<file path="config.mk">
export PLATFORM = sky130hd
export DESIGN_NAME = gate_test_sequencer
export DESIGN_NICKNAME = d
export VERILOG_FILES = /design/src/rtl/gate_seq_pkg.sv /design/src/rtl/gate_seq_watchdog.sv /design/src/rtl/gate_test_sequencer.sv
export SDC_FILE = /design/constraint.sdc
export NUM_CORES = 1
export LEC_CHECK = 0
export CAP_MARGIN = 5
export CORE_ASPECT_RATIO = 0.5
export CORE_UTILIZATION = 50
export DETAILED_ROUTE_END_ITERATION = 7
export PLACE_DENSITY = 0.69
export SETUP_SLACK_MARGIN = 0.02
export SYNTH_ARGS = -nofsm -noshare
export SYNTH_HDL_FRONTEND = slang
export SYNTH_SLANG_ARGS = --single-unit
</file>
<file path="constraint.sdc">
create_clock -name clk -period 2.65 [get_ports clk]
set_input_delay 0.53 -clock clk [delete_from_list [all_inputs] [get_ports clk]]
set_output_delay 0.53 -clock clk [all_outputs]
set_load 0.03 [all_outputs]
</file>
<file path="src/rtl/gate_seq_pkg.sv">
// Shared types and constants for the gate core self-test sequencer.
package gate_seq_pkg;

    typedef enum logic [2:0] {
        StIdle,
        StWaitRdy,
        StSettle,
        StCheck,
        StDone
    } state_e;

    typedef struct packed {
        logic a;
        logic b;
        logic c;
    } vec_t;

    localparam int unsigned ERR_W = 3;

    localparam vec_t VEC_ROM [0:3] = '{3'b000, 3'b011, 3'b110, 3'b101};

endpackage

</file>
<file path="src/rtl/gate_seq_watchdog.sv">
// Cycle watchdog: counts enabled cycles since clear and raises a registered fire
// flag during the cycle in which the count equals MAX_CYCLE-1.
module gate_seq_watchdog #(
    parameter int unsigned CNT_W     = 32,
    parameter int unsigned MAX_CYCLE = 100000
) (
    input  logic clk,
    input  logic reset,
    input  logic clr,
    input  logic en,
    output logic fire
);

    localparam logic [CNT_W-1:0] LIMIT = CNT_W'(MAX_CYCLE - 1);

    logic [CNT_W-1:0] cnt_d, cnt_q;
    logic             fire_d, fire_q;

    // The start cycle itself is cycle 0, so the first busy cycle already counts as 1.
    always_comb begin
        cnt_d  = cnt_q;
        fire_d = 1'b0;
        if (clr) begin
            cnt_d  = CNT_W'(1);
            fire_d = (cnt_d == LIMIT);
        end else if (en) begin
            cnt_d  = cnt_q + 1'b1;
            fire_d = (cnt_d == LIMIT);
        end
    end

    always_ff @(posedge clk) begin
        if (reset) begin
            cnt_q  <= '0;
            fire_q <= 1'b0;
        end else begin
            cnt_q  <= cnt_d;
            fire_q <= fire_d;
        end
    end

    assign fire = fire_q;

endmodule

</file>
<file path="src/rtl/gate_test_sequencer.sv">
// Built-in self-test sequencer for the 2-input XOR gate core.
// Optional macro GATE_SEQ_STOP_ON_FAIL_EN: end the run at the first mismatch.
module gate_test_sequencer
    import gate_seq_pkg::*;
#(
    parameter int unsigned N_TESTS       = 4,
    parameter int unsigned SETTLE_CYCLES = 1,
    parameter int unsigned MAX_CYCLE     = 100000,
    parameter int unsigned CNT_W         = 32
) (
    input  logic             clk,
    input  logic             reset,
    input  logic             start,
    input  logic             dut_ready,
    input  logic             dut_c,
    output logic             dut_a,
    output logic             dut_b,
    output logic             busy,
    output logic             done,
    output logic             pass,
    output logic             timeout,
    output logic [ERR_W-1:0] err_count,
    output logic [1:0]       first_fail_idx
);

    localparam int unsigned      SET_W    = $clog2(SETTLE_CYCLES + 1);
    localparam logic [ERR_W-1:0] ERR_MAX  = '1;
    localparam logic [1:0]       LAST_IDX = 2'(N_TESTS - 1);

    state_e           state_d, state_q;
    logic [1:0]       idx_d, idx_q, ffi_d, ffi_q;
    logic [ERR_W-1:0] err_d, err_q;
    logic [SET_W-1:0] set_d, set_q;
    logic             a_d, a_q, b_d, b_q, to_d, to_q;
    logic             wd_clr, wd_fire, mismatch, final_check;

    assign busy        = (state_q == StWaitRdy) || (state_q == StSettle) || (state_q == StCheck);
    assign mismatch    = (dut_c != VEC_ROM[idx_q].c);
    assign final_check = (state_q == StCheck) && (idx_q == LAST_IDX);

    always_comb begin
        state_d = state_q;
        idx_d   = idx_q;
        err_d   = err_q;
        ffi_d   = ffi_q;
        set_d   = set_q;
        a_d     = a_q;
        b_d     = b_q;
        to_d    = to_q;
        wd_clr  = 1'b0;
        unique case (state_q)
            StIdle, StDone: begin
                if (start) begin
                    state_d = StWaitRdy;
                    idx_d   = '0;
                    err_d   = '0;
                    ffi_d   = '0;
                    to_d    = 1'b0;
                    wd_clr  = 1'b1;
                end
            end
            StWaitRdy: begin
                if (dut_ready) begin
                    a_d     = VEC_ROM[idx_q].a;
                    b_d     = VEC_ROM[idx_q].b;
                    set_d   = SET_W'(SETTLE_CYCLES);
                    state_d = StSettle;
                end
            end
            StSettle: begin
                set_d = set_q - 1'b1;
                if (!dut_ready) begin
                    state_d = StWaitRdy;
                end else if (set_q == SET_W'(1)) begin
                    state_d = StCheck;
                end
            end
            StCheck: begin
                if (mismatch) begin
                    if (err_q == '0) ffi_d = idx_q;
                    if (err_q != ERR_MAX) err_d = err_q + 1'b1;
                end
                if (idx_q == LAST_IDX) begin
                    state_d = StDone;
                end else begin
                    idx_d   = idx_q + 1'b1;
                    state_d = StWaitRdy;
                end
`ifdef GATE_SEQ_STOP_ON_FAIL_EN
                if (mismatch) begin
                    idx_d   = idx_q;
                    state_d = StDone;
                end
`endif
            end
            default: state_d = StIdle;
        endcase
        // Watchdog overrides everything except completion of the last vector.
        if (wd_fire && busy && !final_check) begin
            state_d = StDone;
            idx_d   = idx_q;
            err_d   = err_q;
            ffi_d   = ffi_q;
            a_d     = a_q;
            b_d     = b_q;
            to_d    = 1'b1;
        end
    end

    always_ff @(posedge clk) begin
        if (reset) begin
            state_q <= StIdle;
            idx_q   <= '0;
            err_q   <= '0;
            ffi_q   <= '0;
            set_q   <= '0;
            a_q     <= 1'b0;
            b_q     <= 1'b0;
            to_q    <= 1'b0;
        end else begin
            state_q <= state_d;
            idx_q   <= idx_d;
            err_q   <= err_d;
            ffi_q   <= ffi_d;
            set_q   <= set_d;
            a_q     <= a_d;
            b_q     <= b_d;
            to_q    <= to_d;
        end
    end

    gate_seq_watchdog #(
        .CNT_W     (CNT_W),
        .MAX_CYCLE (MAX_CYCLE)
    ) u_watchdog (
        .clk   (clk),
        .reset (reset),
        .clr   (wd_clr),
        .en    (busy),
        .fire  (wd_fire)
    );

    assign dut_a          = a_q;
    assign dut_b          = b_q;
    assign done           = (state_q == StDone);
    assign pass           = done && (err_q == '0) && !to_q;
    assign timeout        = to_q;
    assign err_count      = err_q;
    assign first_fail_idx = ffi_q;

endmodule
</file>
# Word level (Yosys, flattened, before mapping)
# Cells that the tools add are included.
dict set report op_classes {
  addsub 4
  n_lt_le_gt_ge 1
  eq_ne 18
  muxes 29
  bitwise_logic 3
  n_reduce_logical 28
}
# cell count
set op_table {}
lappend op_table {{$mux 3} 11}
lappend op_table {{$add 32x1->32 const B} 1}
lappend op_table {{$eq 32x17->1 const B} 1}
lappend op_table {{$pmux 3 s4} 1}
lappend op_table {{$reduce_and 5->1} 2}
lappend op_table {{$reduce_bool 2->1} 5}
lappend op_table {{$ne 3x3->1 const B} 3}
lappend op_table {{$reduce_and 3->1} 3}
lappend op_table {{$mux 1} 8}
lappend op_table {{$mux 2} 4}
lappend op_table {{$ne 2x2->1 const B} 4}
lappend op_table {{$pmux 2 s2} 2}
lappend op_table {{$bmux 3 s2} 1}
lappend op_table {{$eq 3x2->1 const B} 2}
lappend op_table {{$logic_not 3->1} 2}
lappend op_table {{$pmux 3 s2} 1}
lappend op_table {{$reduce_or 2->1} 3}
lappend op_table {{$logic_and 1x1->1} 5}
lappend op_table {{$ne 2x1->1 const B} 2}
lappend op_table {{$ne 4x3->1 const B} 1}
lappend op_table {{$reduce_and 2->1} 2}
lappend op_table {{$reduce_and 4->1} 1}
lappend op_table {{$add 3x1->3 const B} 1}
lappend op_table {{$eq 3x1->1 const B} 1}
lappend op_table {{other kinds (13)} 16}
dict set report word_totals {
  ff_bits 47
  output_inout_bits 11
  wordCells 95
}

# Logic depth before layout (Yosys ltp)
# Gate-level depths: netlist of the first run.
dict set report logic_depth {
  ltp_word 7
  depth_mapped 8
  depth_no_buf 7
}

# Modules after synthesis
# Synthesis of the first run repeated with hierarchy kept, for this count alone.
dict set report unflattened {
  cells_unflattened 348
  area_unflattened_um2 2797.7
}
# mod n_inst cells_each area_each_um2
set modules_own_cells {}
lappend modules_own_cells {gate_seq_watchdog 1 257 2008.2}
lappend modules_own_cells {gate_test_sequencer 1 91 789.5}

# Worst setup path after synthesis of the first run
# Ideal clock, no wire load.
dict set report synth_timing {
  path_kind {register to register}
  from {register u_watchdog.cnt_q[0]}
  to {register u_watchdog.fire_q, in the netlist u_watchdog.fire}
  setup_time_ns 0.088
  arrival_ns 2.075
  required_ns 2.562
  slack_ns 0.487
  path_stages_with_launch 8
  n_path_buf 0
  synth_period_minus_slack_ns 2.163
  cell_sequence {dfxtp_1 -> ha_1 -> and2_1 -> nand3_1 -> or3b_1 -> a2111oi_2 -> nand4_1 -> nor4_2}
}
dict set report synth_via {
  elab_chain_cells 2
}
# item line_no
set synth_lines {}
lappend synth_lines {{start, declared} gate_seq_watchdog.sv:16} ;# logic [CNT_W-1:0] cnt_d, cnt_q;
lappend synth_lines {{start signal, assigned} gate_seq_watchdog.sv:37} ;# cnt_q <= cnt_d;
lappend synth_lines {{$add 32x1->32} gate_seq_watchdog.sv:27} ;# cnt_d = cnt_q + 1'b1;
lappend synth_lines {{$eq 32x17->1} gate_seq_watchdog.sv:28} ;# fire_d = (cnt_d == LIMIT);
lappend synth_lines {{end signal, assigned} gate_seq_watchdog.sv:38} ;# fire_q <= fire_d;
lappend synth_lines {{end, declared} gate_seq_watchdog.sv:17} ;# logic fire_d, fire_q;
# Every way passes these cells.
# A chain may end at the register's enable or synchronous reset.

# Worst setup path after layout of the first run
dict set report layout_timing {
  from {register u_watchdog.cnt_q[1]}
  to {register u_watchdog.fire_q, in the netlist u_watchdog.fire}
}
# The elaborated chain is that of the path after synthesis.

==> flow_metrics.tcl, run 1 <==
set metrics [dict create \
    grtUsageTotal_pct 25.03 \
    drc 0 \
    gp_congestion 0.9312 \
    cts.htree.levels 2 \
    cts.sinks 47 \
    ys_types 52 \
    yosys-top-cells-count "dfxtp_1, nor2_1, nand2_1, xnor2_1, nand3_1" \
    rsz0062_at_grt "false" \
    ir_drop_uv 316.9 \
    drt-total-wl_mm 6.919 \
    dr.pass1.iters 4 \
    gr-total-overflow 0 \
    start_util_pct 52.47 \
    cp-end-kind "flip-flop" \
    relSlewSlack_pct 68.80 \
    grt_pass1_wl_mm 11.98 \
    yosys_warnings 0 \
    setup_slack_ps 235.7 \
    ios 16 \
    viasPerCell 5.982 \
    yosysSeqAreaShare_pct 32.23 \
    antenna_cells 0 \
    yosysTopAreaCell "dfxtp_1" \
    dr_total_vias 2704 \
    synthesis.area_sq_um 2919 \
    avgSynthCellArea_sq_um 7.889 \
    outcome "finished clean" \
    cts_root_buffer "clkbuf_16" \
    die_h_um 56.03 \
    drv_cap 0 \
    post_cts_buffers 0 \
    max_freq_ghz 0.4142 \
    hold_path.class "reg2reg" \
    finalPower_mw 1.484 \
    drive_above_1_share_pct 7.124 \
    path_class "reg2reg" \
    clk_pin_slew_ps 70 \
    min_period_over_period_pct 91.11 \
    ys.flop_type "dfxtp_1" \
    fin_tns_setup_ps 0 \
    synth-edff-count 0 \
    num_rows 19 \
    wl_per_cell_um 15.31 \
    synth_cells 370 \
    cp-start-kind "flip-flop" \
    cts_buffers 5 \
    antenna_found_initial 0 \
    ctsLongestPathBuffers 2 \
    core_sq_um 5563 \
    cts_tree "built" \
    ys_seq_elements 47 \
    clk_latency_ps 290 \
    ant_nets 0 \
    synth-async-reset-ratio_pct 0 \
    synth_nets 382 \
    grt_pass1_vias 2563 \
    place_ws_ps 220.5 \
    io_buffers 15 \
    drt_iter0_markers 236 \
    crit_fanout 7 \
    finClkSkew_ps 9.162 \
    grt_start_max_net_pins 33 \
    layout_min_cycle_time_ps 2414 \
    setup_viol 0 \
    power_density_nw_per_um2 453.6 \
    die_area_sq_um 6166 \
    tightest_slew_ps 463.8 \
    finalHoldViolCount 0 \
    cp.arrival_ps 2620 \
    yosys-top-cells-area "dfxtp_1, xnor2_1, nor2_1" \
    yosysTopAreaCellShare_pct 32.23 \
    dp_hpwl_mm 4.981 \
    die_w_um 110.1 \
    maxSlewViolCount 0 \
    cp.required_ps 2860 \
    power_leakage_nw 1.072 \
    layout.nets 390 \
    area_growth_pct 12.04 \
]
area by class of cell:
type,count,area (sq um)
clock buffers,7,142.6
clock inverters,1,8.758
fillers,532,2292
inverters,12,45.04
multi-input cells,288,1821
flip-flops and latches,47,942.2
well taps,73,91.34
repair buffers,24,220.2
layer usage:
| layer | GRT usage, % | up-vias | wire length, um |
|---|---|---|---|
| li1 | - | 1334 | - |
| met1 | 33.38 | 1277 | 3198 |
| met2 | 39.02 | 80 | 3158 |
| met3 | 5.621 | 13 | 453 |
| met4 | 10.10 | 0 | 109 |
| met5 | 0 | - | 0 |
logic make-up after synthesis:
kind of cell / Yosys count / share of synthesized area, %
adders and majority gates: 7 / 3.000
xor gates and xnor gates: 39 / 11.70
muxes: 8 / 2.786
DFF: 47 / 32.23
buffers and inverters: 35 / 5.487
AOI/OAI and AO/OA: 51 / 11.15
and+or+nand+nor: 183 / 33.65
per-stage QoR:
step	hold slack, ps	area, sq um	cells	util [%]
4_1_cts	457.6	3264	452	58.68
3_3_place_gp	440.7	3113	444	55.96
5_1_grt	475.7	3271	452	58.79
2_1_floorplan	479.9	2919	370	-
3_5_place_dp	447.8	3113	444	55.96
6_report	455.8	3271	452	58.79
state kept, by name (all words and copies together), names as in the netlist:
name	cells
u_watchdog.fire	1
idx_q	2
first_fail_idx	2
dut_b	1
timeout	1
err_count	3
u_watchdog.cnt_q	32
dut_a	1
state_q	3
set_q	1
what timing repair did:
action | in CTS | in global routing
hold buffers | 0 | 0
endpoints found under the setup margin | 0 | 2
gates resized for setup | 0 | 3
power breakdown:
part           switching (mW)  leakage (nW)  internal (mW)
combinational          0.0656         0.618         0.0441
sequential             0.0140         0.380          0.713
clock                   0.269        0.0741          0.378
critical path, stage by stage (launching register included):
cell,delay (ps)
dfxtp_1,450
ha_2,300
and2_1,240
nand3_1,130
or3b_1,390
a2111oi_2,400
nand4_1,160
nor4_2,270
path summary, 6_finish.rpt:
kind                                    startpoint                        endpoint  slack, ps  cells past startpoint
hold reg to reg     first_fail_idx[1]$_SDFFE_PP0P_  first_fail_idx[1]$_SDFFE_PP0P_        460                      2
hold / removal      first_fail_idx[1]$_SDFFE_PP0P_  first_fail_idx[1]$_SDFFE_PP0P_        460                      2
setup / recovery  u_watchdog.cnt_q[1]$_SDFFE_PP0N_      u_watchdog.fire$_SDFF_PP0_        240                      7
setup reg to reg  u_watchdog.cnt_q[1]$_SDFFE_PP0N_      u_watchdog.fire$_SDFF_PP0_        240                      7
placed cells by master, fill, tap and decap left out, types with 3 or more instances in the layout:
master / synthesis / layout
a211oi_1: 5 / 5
a21oi_1: 15 / 15
and2_1: 5 / 5
and3_1: 8 / 8
and4_1: 5 / 5
buf_4: 1 / 9
clkbuf_16: 0 / 5
clkdlybuf4s50_1: 0 / 14
dfxtp_1: 47 / 46
ha_1: 7 / 6
inv_1: 12 / 12
mux2i_1: 7 / 7
nand2_1: 25 / 25
nand3_1: 20 / 20
nand4_1: 16 / 16
nor2_1: 47 / 47
nor2b_1: 5 / 5
nor3_1: 12 / 12
nor4_1: 12 / 12
nor4_2: 3 / 3
o21ai_0: 13 / 13
o22ai_1: 3 / 3
or3_1: 10 / 10
xnor2_1: 25 / 25
xor2_1: 14 / 14
(Power assumes the default switching activity.)
==> inputs of run 2 (changes only) <==
GPL_TIMING_DRIVEN = 0   (was default)
PLACE_DENSITY = default   (was 0.69)
PLACE_DENSITY_LB_ADDON = 0.1   (was default)
==> flow_metrics.tcl, run 2 (synthesized netlist as in run 1, its figures left out) <==
set metrics [dict create \
    outcome "finished clean" \
    clk_pin_slew_ps 60 \
    viasPerCell 5.819 \
    path_class "reg2reg" \
    met3_usage_pct 5.738 \
    drc 0 \
    largest-register "u_watchdog.cnt_q" \
    setup_viol 0 \
    worst_hold_path.endpoint "first_fail_idx[1]$_SDFFE_PP0P_" \
    gp_congestion 0.9520 \
    final_common_cell "nor2_1" \
    comb_power_share_pct 7.0 \
    p_int_mw 1.189 \
    rsz0062_at_grt "false" \
    finalHoldViolCount 0 \
    cts_tree "built" \
    busiest_layer "met2" \
    hold_path.class "reg2reg" \
    dp_cells 457 \
    io_buffers 14 \
    tightest_slew_ps 628.4 \
    ios 16 \
    use_met1_pct 33.04 \
    antenna_found_initial 0 \
    cpPeakStageDelay_ps 440 \
    pwr-share-clk_pct 45.9 \
    cts.htree.levels 2 \
    num_rows 19 \
    worst_path_max_delay_cell "a2111oi_2" \
    max_freq_ghz 0.3969 \
    min_period_over_period_pct 95.08 \
    cp-end-kind "flip-flop" \
    ant_nets 0 \
    crit_chain "ha_2 -> and2_1 -> nand3_1 -> or3b_1 -> a2111oi_2 -> nand4_1 -> nor4_2" \
    hold_buffers 0 \
    grt_start_max_net_pins 15 \
    crit_fanout 7 \
    seqPwrFrac_pct 47.0 \
    ir_drop_uv 221.0 \
    cp-start-kind "flip-flop" \
    cp.required_ps 2830 \
    met2_usage_pct 41.61 \
    dr.pass1.iters 5 \
    cp.arrival_ps 2700 \
    die_area_sq_um 6166 \
    area_growth_pct 14.15 \
    dr_total_vias 2700 \
    start_util_pct 52.47 \
    whs_path_depth 2 \
    grt_pass1_wl_mm 11.80 \
    grt_pass1_vias 2488 \
    layout_min_cycle_time_ps 2520 \
    die_w_um 110.1 \
    ctsLongestPathBuffers 2 \
    antenna_cells 0 \
    power_leakage_nw 1.125 \
    relSlewSlack_pct 57.72 \
    swShare_pct 22.72 \
    maxSlewViolCount 0 \
    drt_iter0_markers 214 \
    gr-total-overflow 0 \
    grtUsageTotal_pct 25.13 \
    finalPower_mw 1.538 \
    power_density_nw_per_um2 461.7 \
    largest_register_ffs 32 \
    fin_tns_setup_ps 0 \
    core_sq_um 5563 \
    layout.nets 403 \
    post_cts_buffers 0 \
    dp_hpwl_mm 5.269 \
    drv_cap 0 \
    rr_startpoint "u_watchdog.cnt_q[0]$_SDFFE_PP0P_" \
    wl_per_cell_um 15.14 \
    die_h_um 56.03 \
    hold_start "first_fail_idx[1]$_SDFFE_PP0P_" \
    clk_latency_ps 290 \
    layout_common_cells "nor2_1, dfxtp_1, xnor2_1, nand2_1, nand3_1" \
    cts.sinks 47 \
    finalNonFillerCells 464 \
    fin_hold_ws_ps 449.9 \
    p_switching_mw 0.3495 \
    drt-total-wl_mm 7.027 \
    reg2reg_slack_ps 130 \
    rr_worst_depth 7 \
    drive_above_1_share_pct 8.184 \
    final_util_pct 59.90 \
    cts_buffers 5 \
    r2r-end "u_watchdog.fire$_SDFF_PP0_" \
    cts_root_buffer "clkbuf_16" \
    finClkSkew_ps 3.815 \
]
## run 2: cell count changes in the layout (fill, tap and decap cells not counted), sizes merged
cell / delta
buf: +4
bufinv: +1
clkbuf: +8
clkdlybuf4s50: -2
clkinv: -1
clkinvlp: +1
dlygate4sd2: +1
## run 2: area by class of cell
type                    instances  area, sq um
fillers                       517         2231
repair buffers                 14        141.4
clock buffers                   5        125.1
plain buffers                  23        116.4
multi-input cells             288         1832
clock inverters                 2        37.54
flip-flops and latches         47        943.4
well taps                      73        91.34
inverters                      12        45.04
## run 2: how the worst max path moves through the flow
stage / start / endpoint
2_1_floorplan: u_watchdog.cnt_q[0]$_SDFFE_PP0P_ / u_watchdog.fire$_SDFF_PP0_
3_3_place_gp: u_watchdog.cnt_q[0]$_SDFFE_PP0P_ / u_watchdog.fire$_SDFF_PP0_
3_5_place_dp: u_watchdog.cnt_q[1]$_SDFFE_PP0N_ / u_watchdog.fire$_SDFF_PP0_
4_1_cts: state_q[0]$_SDFFE_PP0P_ / pass
5_1_grt: u_watchdog.cnt_q[0]$_SDFFE_PP0P_ / u_watchdog.fire$_SDFF_PP0_
6_report: u_watchdog.cnt_q[0]$_SDFFE_PP0P_ / u_watchdog.fire$_SDFF_PP0_
## run 2: what timing repair did
| item | CTS | global route |
|---|---|---|
| setup endpoints to repair | 1 | 2 |
| gates resized for setup | 1 | 8 |
| pin swaps | 0 | 0 |
## run 2: power groups by stage
stage,Sequential (mW),Clock (mW),Combinational [mW]
2_1_floorplan,0.736,0,0.0744
3_3_place_gp,0.738,0,0.105
3_5_place_dp,0.738,0,0.108
4_1_cts,0.722,0.713,0.108
5_1_grt,0.725,0.747,0.120
6_report,0.723,0.707,0.108
## run 2: through the flow
step | area [sq um] | setup slack [ps]
3_3_place_gp | 3151 | 73.70
3_5_place_dp | 3151 | 75.58
2_1_floorplan | 2919 | 487.4
4_1_cts | 3312 | 41.44
6_report | 3332 | 130.4
5_1_grt | 3332 | 24.90
## run 2: critical path: cells and delay by family, from the launching register on
kind	cells	cell delay [ps]
flip-flops	1	390
AND/OR/NAND/NOR	5	1320
adder cells (fa/ha/maj)	1	260
AO/OA/AOI/OAI	1	440
## run 2: metal layers
layer	share of wire [%]	up-vias	routed length (um)
li1	-	1358	-
met1	46	1253	3246
met2	47	79	3270
met3	6.3	10	444
met4	0.94	0	66
met5	0	-	0
